File: src/rtl/rom_load_packer.sv
// Packs a stream of flash bytes into little-endian 16-bit words and writes them
// to SDRAM through a small word FIFO, stepping the byte address by 2 per word.
module rom_load_packer #(
  parameter int FIFO_DEPTH = 4
) (
  input  logic        clk,
  input  logic        reset,
  input  logic        start,
  input  logic [24:0] base_addr,
  input  logic [23:0] byte_count,
  input  logic        byte_valid,
  input  logic [7:0]  byte_data,
  output logic        byte_ready,
  output logic        mem_wr,
  output logic [24:0] mem_addr,
  output logic [15:0] mem_data,
  input  logic        mem_busy,
  output logic        active,
  output logic        done
);

  localparam int PTR_W = $clog2(FIFO_DEPTH);

  typedef enum logic [1:0] {IDLE, PACK, FLUSH, DONE} state_t;

  state_t          state, next_state;
  logic [23:0]     remaining;
  logic            phase;
  logic [7:0]      low_byte;
  logic [15:0]     fifo_mem [FIFO_DEPTH];
  logic [PTR_W-1:0] wr_ptr, rd_ptr;
  logic [PTR_W:0]  fifo_count;
  logic            cooldown;

  logic            start_ok, fifo_full, fifo_empty;
  logic            xfer, pad_push, push, accept;
  logic [15:0]     push_word;

  assign start_ok   = start && (state == IDLE || state == DONE);
  assign fifo_full  = fifo_count == (PTR_W+1)'(FIFO_DEPTH);
  assign fifo_empty = fifo_count == '0;

  assign byte_ready = (state == PACK) && (remaining != '0) && !fifo_full;
  assign xfer       = byte_valid && byte_ready;
  // An odd-length job leaves a low byte waiting; it goes out padded with 8'hFF.
  assign pad_push   = (state == PACK) && (remaining == '0) && phase && !fifo_full;
  assign push       = (xfer && phase) || pad_push;
  assign push_word  = pad_push ? {8'hFF, low_byte} : {byte_data, low_byte};

  assign mem_wr   = !fifo_empty && !cooldown;
  assign accept   = mem_wr && !mem_busy;
  assign mem_data = mem_wr ? fifo_mem[rd_ptr] : '0;
  assign active   = (state == PACK) || (state == FLUSH);
  assign done     = (state == DONE);

  // NOTE: sequential state uses non-blocking assignments so every register
  // samples the pre-edge values regardless of block ordering.
  always_ff @(posedge clk or posedge reset) begin
    if (reset) state <= IDLE;
    else       state <= next_state;
  end

  // NOTE: next_state gets its default before the case so no latch is inferred.
  always_comb begin
    next_state = state;
    case (state)
      IDLE, DONE: if (start_ok) next_state = (byte_count == '0) ? DONE : PACK;
      PACK:       if (remaining == '0 && !phase) next_state = FLUSH;
      FLUSH:      if (fifo_empty || (fifo_count == (PTR_W+1)'(1) && accept))
                    next_state = DONE;
      default:    next_state = IDLE;
    endcase
  end

  always_ff @(posedge clk or posedge reset) begin
    if (reset) begin
      remaining  <= '0;
      phase      <= 1'b0;
      low_byte   <= '0;
      wr_ptr     <= '0;
      rd_ptr     <= '0;
      fifo_count <= '0;
      cooldown   <= 1'b0;
      mem_addr   <= '0;
    end else if (start_ok) begin
      remaining  <= byte_count;
      phase      <= 1'b0;
      wr_ptr     <= '0;
      rd_ptr     <= '0;
      fifo_count <= '0;
      cooldown   <= 1'b0;
      mem_addr   <= base_addr;
    end else begin
      if (xfer) begin
        remaining <= remaining - 24'd1;
        phase     <= !phase;
        if (!phase) low_byte <= byte_data;
      end
      if (pad_push) phase <= 1'b0;
      if (push) wr_ptr <= wr_ptr + 1'b1;
      if (accept) begin
        rd_ptr   <= rd_ptr + 1'b1;
        mem_addr <= mem_addr + 25'd2;
      end
      // Forces a one-cycle gap in mem_wr after every accepted write.
      cooldown <= accept;
      case ({push, accept})
        2'b10:   fifo_count <= fifo_count + 1'b1;
        2'b01:   fifo_count <= fifo_count - 1'b1;
        default: fifo_count <= fifo_count;
      endcase
    end
  end

  // NOTE: FIFO storage has no reset; the empty count gates every read of it.
  always_ff @(posedge clk) begin
    if (push) fifo_mem[wr_ptr] <= push_word;
  end

endmodule

File: config.mk
export PLATFORM = sky130hd
export DESIGN_NAME = rom_load_packer
export DESIGN_NICKNAME = d
export VERILOG_FILES = /design/src/rtl/rom_load_packer.sv
export SDC_FILE = /design/constraint.sdc
export NUM_CORES = 1
export LEC_CHECK = 0
export CAP_MARGIN = 30
export CORE_MARGIN = 2
export CORE_UTILIZATION = 30
export CTS_BUF_LIST = sky130_fd_sc_hd__clkbuf_4 sky130_fd_sc_hd__clkbuf_8 sky130_fd_sc_hd__clkbuf_16
export CTS_CLUSTER_SIZE = 25
export DETAILED_ROUTE_END_ITERATION = 6
export PLACE_DENSITY = 0.52
export SLEW_MARGIN = 10
export SYNTH_ARGS = -nofsm -noshare
export SYNTH_HDL_FRONTEND = slang
export SYNTH_SLANG_ARGS = --single-unit
File: constraint.sdc
create_clock -name clk -period 2.59 [get_ports clk]
set_input_delay 0.3885 -clock clk [delete_from_list [all_inputs] [get_ports clk]]
set_output_delay 0.3885 -clock clk [all_outputs]
set_load 0.03 [all_outputs]
==> impl_metrics.json, run 1 <==
{
  "port_buffers": 106,
  "worstPathCellList": "or4_4 > buf_4 > nor4_4 > buf_4 > a21boi_1 > buf_4",
  "root_buffer": "clkbuf_16",
  "synthArstFlopShare_pct": 51.52,
  "report.final.setup_viol": 1,
  "hold_buffers": 0,
  "fin_crit_sh_pct": 101.8,
  "grt-ovfl-total": 0,
  "n_fill_cell": 2012,
  "cts.sinks": 132,
  "via_count": 5060,
  "htreeDepth": 4,
  "netlist_instances": 560,
  "syn-cell-area_um2": 6499,
  "core_um2": 21150,
  "critPathCaptureType": "output pin",
  "irDropWorstVdd_mv": 0.5478,
  "drive_above_1_share_pct": 20.20,
  "rsz0062_at_grt": "yes",
  "worst_slack_ps": -47.24,
  "dieHeight_um": 151.2,
  "n_antenna_cell": 0,
  "syn_avg_cell_area_um2": 11.60,
  "rr_startpoint": "remaining[5]",
  "final.setup_skew_ps": 10.43,
  "drv_cap": 0,
  "hp-class": "in2async",
  "cp-start-kind": "flip-flop",
  "drv_slew": 0,
  "leakagePower_nw": 3.310,
  "ant_nets": 0,
  "dp_cells": 951,
  "gp_congestion": 0.7937,
  "critPathLaunch": "remaining[5]",
  "die_area_um2": 22860,
  "final_util_pct": 41.99,
  "synth_flop_cell": "dfrtp_1",
  "crit_end": "byte_ready",
  "slowest_delay_ps": 560,
  "clockBufferDepth": 2,
  "instances_no_fill": 988,
  "clk_pin_slew_ps": 70,
  "syn_nets": 637,
  "grt_max_degree": 53,
  "io_pins": 107,
  "cts_tree": "built",
  "synth.distinct_cells": 50,
  "path_class": "reg2out",
  "drt_iter0_drc": 275,
  "fmax_mhz": 379.2,
  "synth-seq-area-share_pct": 55.76,
  "cts_made_buffers": 17,
  "syn_to_final_growth_pct": 36.68,
  "die_w_um": 151.2,
  "wl_per_cell_um": 17.35,
  "final_cell_mix": "clkdlybuf4s50_1, dfrtp_1, edfxtp_1",
  "clk_latency_ps": 420,
  "synth_edf_count": 64,
  "failed_checks": "setup timing",
  "path_common_cell": "buf_4",
  "firstDrtPassIters": 4,
  "antenna_found_initial": 1,
  "r2r-end": "remaining[23]",
  "num_rows": 53,
  "grtUsageTotal_pct": 15.58,
  "crit_arrival_ps": 2250,
  "power_density_nw_per_um2": 1154,
  "tightest_slew_ps": 666.2,
  "initial_core_util_pct": 30.72,
  "viasPerCell": 5.121,
  "hpwlAfterDp_um": 11950,
  "final_hold_viol_count": 0,
  "grt_pass1_vias": 5164,
  "fin_nets": 777,
  "fin_crit_ps": 2637,
  "synth-seq-cells": 132,
  "grt_first_pass_wirelength_um": 27300,
  "yosys_warnings": 0,
  "layout_commonest_cell": "clkdlybuf4s50_1",
  "relSlewSlack_pct": 54.44,
  "cp_max_fo": 4,
  "cp.required_ps": 2200,
  "rr_worst_depth": 6,
  "wirelength_um": 17150,
  "crit_slowest_cell": "or4_4",
  "status": "complete, but fails checks",
  "drc": 0,
  "r2r_slack_ps": 70
}
## state kept, by name, indices dropped and copies added (netlist names)
signal and cells:
low_byte 8, wr_ptr 2, remaining 24, mem_addr 25, rd_ptr 2, fifo_count 3, state 2, phase 1
fifo_mem 64, cooldown 1
## worst max-delay path: cells and delay by family (launching register included)
family	cells	cell delay, ps
compound gates	1	80
buf+inv	3	530
flops	1	390
simple gates	2	840
## where the power goes
part	total [mW]	switching [mW]	internal, mW	leakage (nW)
registers	3.39	0.554	2.84	1.38
clock network	2.33	0.986	1.34	0.271
logic	4.53	2.55	1.98	1.65
total	10.3	4.09	6.16	3.31
## cells in the mapped netlist, drive strengths merged, types with 8 or more instances
cell type	number	area share (%)
dfrtp	68	26
edfxtp	64	30
nand2	41	2.4
nor2	34	2.0
o21ai	33	2.5
clkbuf	27	1.6
a31oi	24	2.3
or4	23	2.7
and3	21	2.0
or3	20	1.9
nand3	18	1.4
inv	16	0.92
mux4	16	5.5
o31ai	16	1.8
ha	15	2.9
or2	14	1.3
xor2	14	1.9
nor4	13	1.3
mux2	10	1.7
xnor2	10	1.3
buf	8	0.67
nand4	8	0.77
## final cells by class
class	instances	area (µm²)	share of cell area, %
flip-flops and latches	132	3623	40.79
repair buffers	156	1534	17.27
inverters	16	60.06	0.6762
clock buffers	17	425.4	4.789
well taps	275	344.1	3.874
multi-input cells	377	2749	30.95
clock inverters	15	146.4	1.648
## metal layers
layer | GRT usage, % | vias up | routed length, µm | share of wire, %
li1 | - | 2403 | - | -
met1 | 20.24 | 2487 | 7760 | 45
met2 | 25.07 | 139 | 8128 | 47
met3 | 4.006 | 31 | 881 | 5.1
met4 | 5.841 | 0 | 377 | 2.2
met5 | 0 | - | 0 | 0
## metrics by stage
stage	total power [mW]	area [µm²]	setup WS (ps)	hold slack, ps	TNS, ps
after CTS	10.34	8808	-171.3	420.4	-366.1
after global placement	7.944	8232	52.32	464.5	0
final	10.25	8882	-47.24	408.8	-47.24
after detailed placement	8.058	8232	-35.77	476.6	-104.1
after floorplan	6.117	6535	2.592	470.9	0
after global routing	10.91	8882	-124.6	458.4	-124.6
## logic make-up after synthesis
logic type	Yosys count	share of synthesized area [%]
muxes	27	7.432
adders and majority gates	15	2.888
AOI/OAI and AO/OA	100	9.819
and+or+nand+nor	211	17.69
xor gates and xnor gates	24	3.234
DFF	132	55.76
buffers and inverters	51	3.176
## worst min-delay path by stage
stage	start	endpoint	slack, ps	cells after the start
3_5_place_dp	mem_addr[0]	mem_addr[0]	480	2
6_report	reset	mem_addr[19]	410	2
3_3_place_gp	mem_addr[0]	mem_addr[0]	460	2
5_1_grt	reset	mem_addr[17]	460	2
2_1_floorplan	low_byte[0]	fifo_mem[0][0]	470	0
4_1_cts	reset	mem_addr[19]	420	2
## repair_timing
action                                  in CTS  in global routing
endpoints found under the setup margin      27                126
resized for setup                           17                  9
pin swaps                                    0                  5
buffers inserted                             0                  5
No activity file was read; power rests on OpenSTA's default activity.
==> run 2: changes to the inputs <==
==> constraint.sdc (replaced) <==
create_clock -name clk -period 2.59 [get_ports clk]
set_input_delay 0.3885 -clock clk [delete_from_list [all_inputs] [get_ports clk]]
set_output_delay 0.3885 -clock clk [all_outputs]
set_load 0.01 [all_outputs]
==> impl_metrics.json, run 2 (synthesized netlist as in run 1, its figures left out) <==
{
  "core_um2": 21150,
  "p_int_mw": 6.189,
  "cts_tree": "built",
  "wl_per_cell_um": 16.97,
  "wirelength_um": 16780,
  "slowest_delay_ps": 540,
  "die_w_um": 151.2,
  "combPwrFrac_pct": 42.2,
  "switching_share_pct": 35.83,
  "layout_commonest_cell": "clkdlybuf4s50_1",
  "power_density_nw_per_um2": 1083,
  "met3_length_um": 918,
  "cp.required_ps": 2930,
  "fin_nets": 778,
  "grt-ovfl-total": 0,
  "irDropWorstVdd_mv": 0.6820,
  "ant_nets": 0,
  "fmax_mhz": 396.3,
  "wl_met1_um": 7547,
  "n_fill_cell": 1993,
  "drv_cap": 0,
  "dieHeight_um": 151.2,
  "drv_slew": 0,
  "tightest_slew_ps": 629.0,
  "p_clk_share_pct": 22.6,
  "cp-start-kind": "flip-flop",
  "top_register": "fifo_mem",
  "path_class": "reg2reg",
  "p_switching_mw": 3.455,
  "firstDrtPassIters": 4,
  "seq_power_share_pct": 35.1,
  "crit_slowest_cell": "or4_4",
  "path_buf_inv": 1,
  "leakagePower_nw": 3.310,
  "syn_to_final_growth_pct": 36.99,
  "reg.largest.list": "fifo_mem x64, mem_addr x25, remaining x24",
  "n_antenna_cell": 0,
  "drc": 0,
  "cp_max_fo": 7,
  "highest_layer": "met4",
  "final_hold_viol_count": 0,
  "drt_iter0_drc": 277,
  "relSlewSlack_pct": 58.01,
  "fin_crit_sh_pct": 97.44,
  "grt_max_degree": 53,
  "grtUsageTotal_pct": 15.46,
  "viasPerCell": 5.087,
  "final_cell_mix": "clkdlybuf4s50_1, dfrtp_1, edfxtp_1",
  "clk_latency_ps": 420,
  "worstPathCellList": "or4_4 > buf_4 > or3_4 > or3_4 > or4_1 > a31oi_1",
  "htreeDepth": 4,
  "cts.sinks": 132,
  "via_count": 5031,
  "io_pins": 107,
  "gp_congestion": 0.7863,
  "crit_arrival_ps": 2860,
  "instances_no_fill": 989,
  "cts_made_buffers": 17,
  "wl_met2_um": 8164,
  "num_rows": 53,
  "root_buffer": "clkbuf_16",
  "critPathCaptureType": "flip-flop",
  "fin_crit_ps": 2524,
  "port_buffers": 106,
  "die_area_um2": 22860,
  "dp_cells": 949,
  "dpl_worst_slack_ps": -11.21,
  "grt_first_pass_wirelength_um": 26820,
  "initial_core_util_pct": 30.72,
  "clockBufferDepth": 2,
  "antenna_found_initial": 0,
  "status": "finished, final reports clean",
  "drive_above_1_share_pct": 20.59,
  "final.setup_skew_ps": 11.15,
  "finalPower_mw": 9.644,
  "worst_slack_ps": 66.36,
  "hp-class": "in2async",
  "hpwlAfterDp_um": 11780,
  "path_common_cell": "or3_4",
  "largest_reg_flops": 64,
  "critPathTopFamily": "simple AND/OR/NAND/NOR gates",
  "report.final.setup_viol": 0,
  "clk_pin_slew_ps": 60,
  "hold_buffers": 0,
  "grt_pass1_vias": 4970
}
run 2: cell types whose count changed in the layout (fill, tap and decap cells not counted), moves of 2 or more:
cell | previous run | this run
dlymetal6s2s_1 | 0 | 2
buf_4 | 45 | 39
nor4_2 | 0 | 2
clkbuf_4 | 0 | 2
dlygate4sd2_1 | 12 | 10
clkinvlp_4 | 3 | 5
clkdlybuf4s50_1 | 88 | 93
run 2: worst paths after layout:
check	start	to	slack (ps)	cells after the start
setup / recovery	remaining[5]	remaining[19]	70	6
hold reg to reg	mem_addr[0]	mem_addr[0]	490	2
setup reg to reg	remaining[5]	remaining[19]	70	6
max in group asynchronous	reset	remaining[4]	1520	3
hold / removal	reset	mem_addr[10]	420	2
min in group clk	mem_addr[0]	mem_addr[0]	490	2
run 2: layer usage:
layer  vias to the layer above  track usage (%)
met4                         0            5.140
met5                         -                0
met2                       134            25.48
met1                      2467            19.96
li1                       2417                -
met3                        13            3.795
run 2: through the flow:
stage / hold WS (ps) / setup TNS (ps) / util [%] / instance area (µm²)
after floorplan: 470.9 / 0 / - / 6535
final: 419.9 / 0 / 42.08 / 8902
after detailed placement: 472.2 / -11.21 / 38.84 / 8217
after global routing: 482.8 / -0.5003 / 42.08 / 8902
after global placement: 466.5 / 0 / 38.84 / 8217
after CTS: 453.7 / -36.23 / 41.63 / 8806
run 2: final cells by class:
type / instances / area, µm² / share of cell area [%]
Multi-Input combinational cell: 377 / 2775 / 31.17
Inverter: 16 / 60.06 / 0.6746
Sequential cell: 132 / 3623 / 40.70
Clock inverter: 14 / 106.4 / 1.195
Timing Repair Buffer: 157 / 1560 / 17.53
Tap cell: 275 / 344.1 / 3.865
Clock buffer: 18 / 432.9 / 4.863
run 2: what timing repair did:
| item | 4_1_cts | 5_1_grt |
|---|---|---|
| endpoints found under the hold margin | 0 | 0 |
| pin swaps | 0 | 3 |
| endpoints found under the setup margin | 83 | 55 |
| gates cloned | 1 | 0 |
| resized for setup | 21 | 15 |
| setup buffers | 3 | 4 |
run 2: power by group through the flow:
stage	clock, mW	sequential [mW]	combinational, mW
floorplan	0	3.35	2.16
global placement	0	3.39	3.95
detailed placement	0	3.41	4.00
CTS	2.23	3.38	4.04
global route	2.33	3.48	4.50
finish	2.18	3.39	4.07
run 2: worst reg2reg max path, cell delays in order, from the launching register on:
cell,delay [ps]
dfrtp_1,390
or4_4,540
buf_4,180
or3_4,370
or3_4,370
or4_1,410
a31oi_1,190
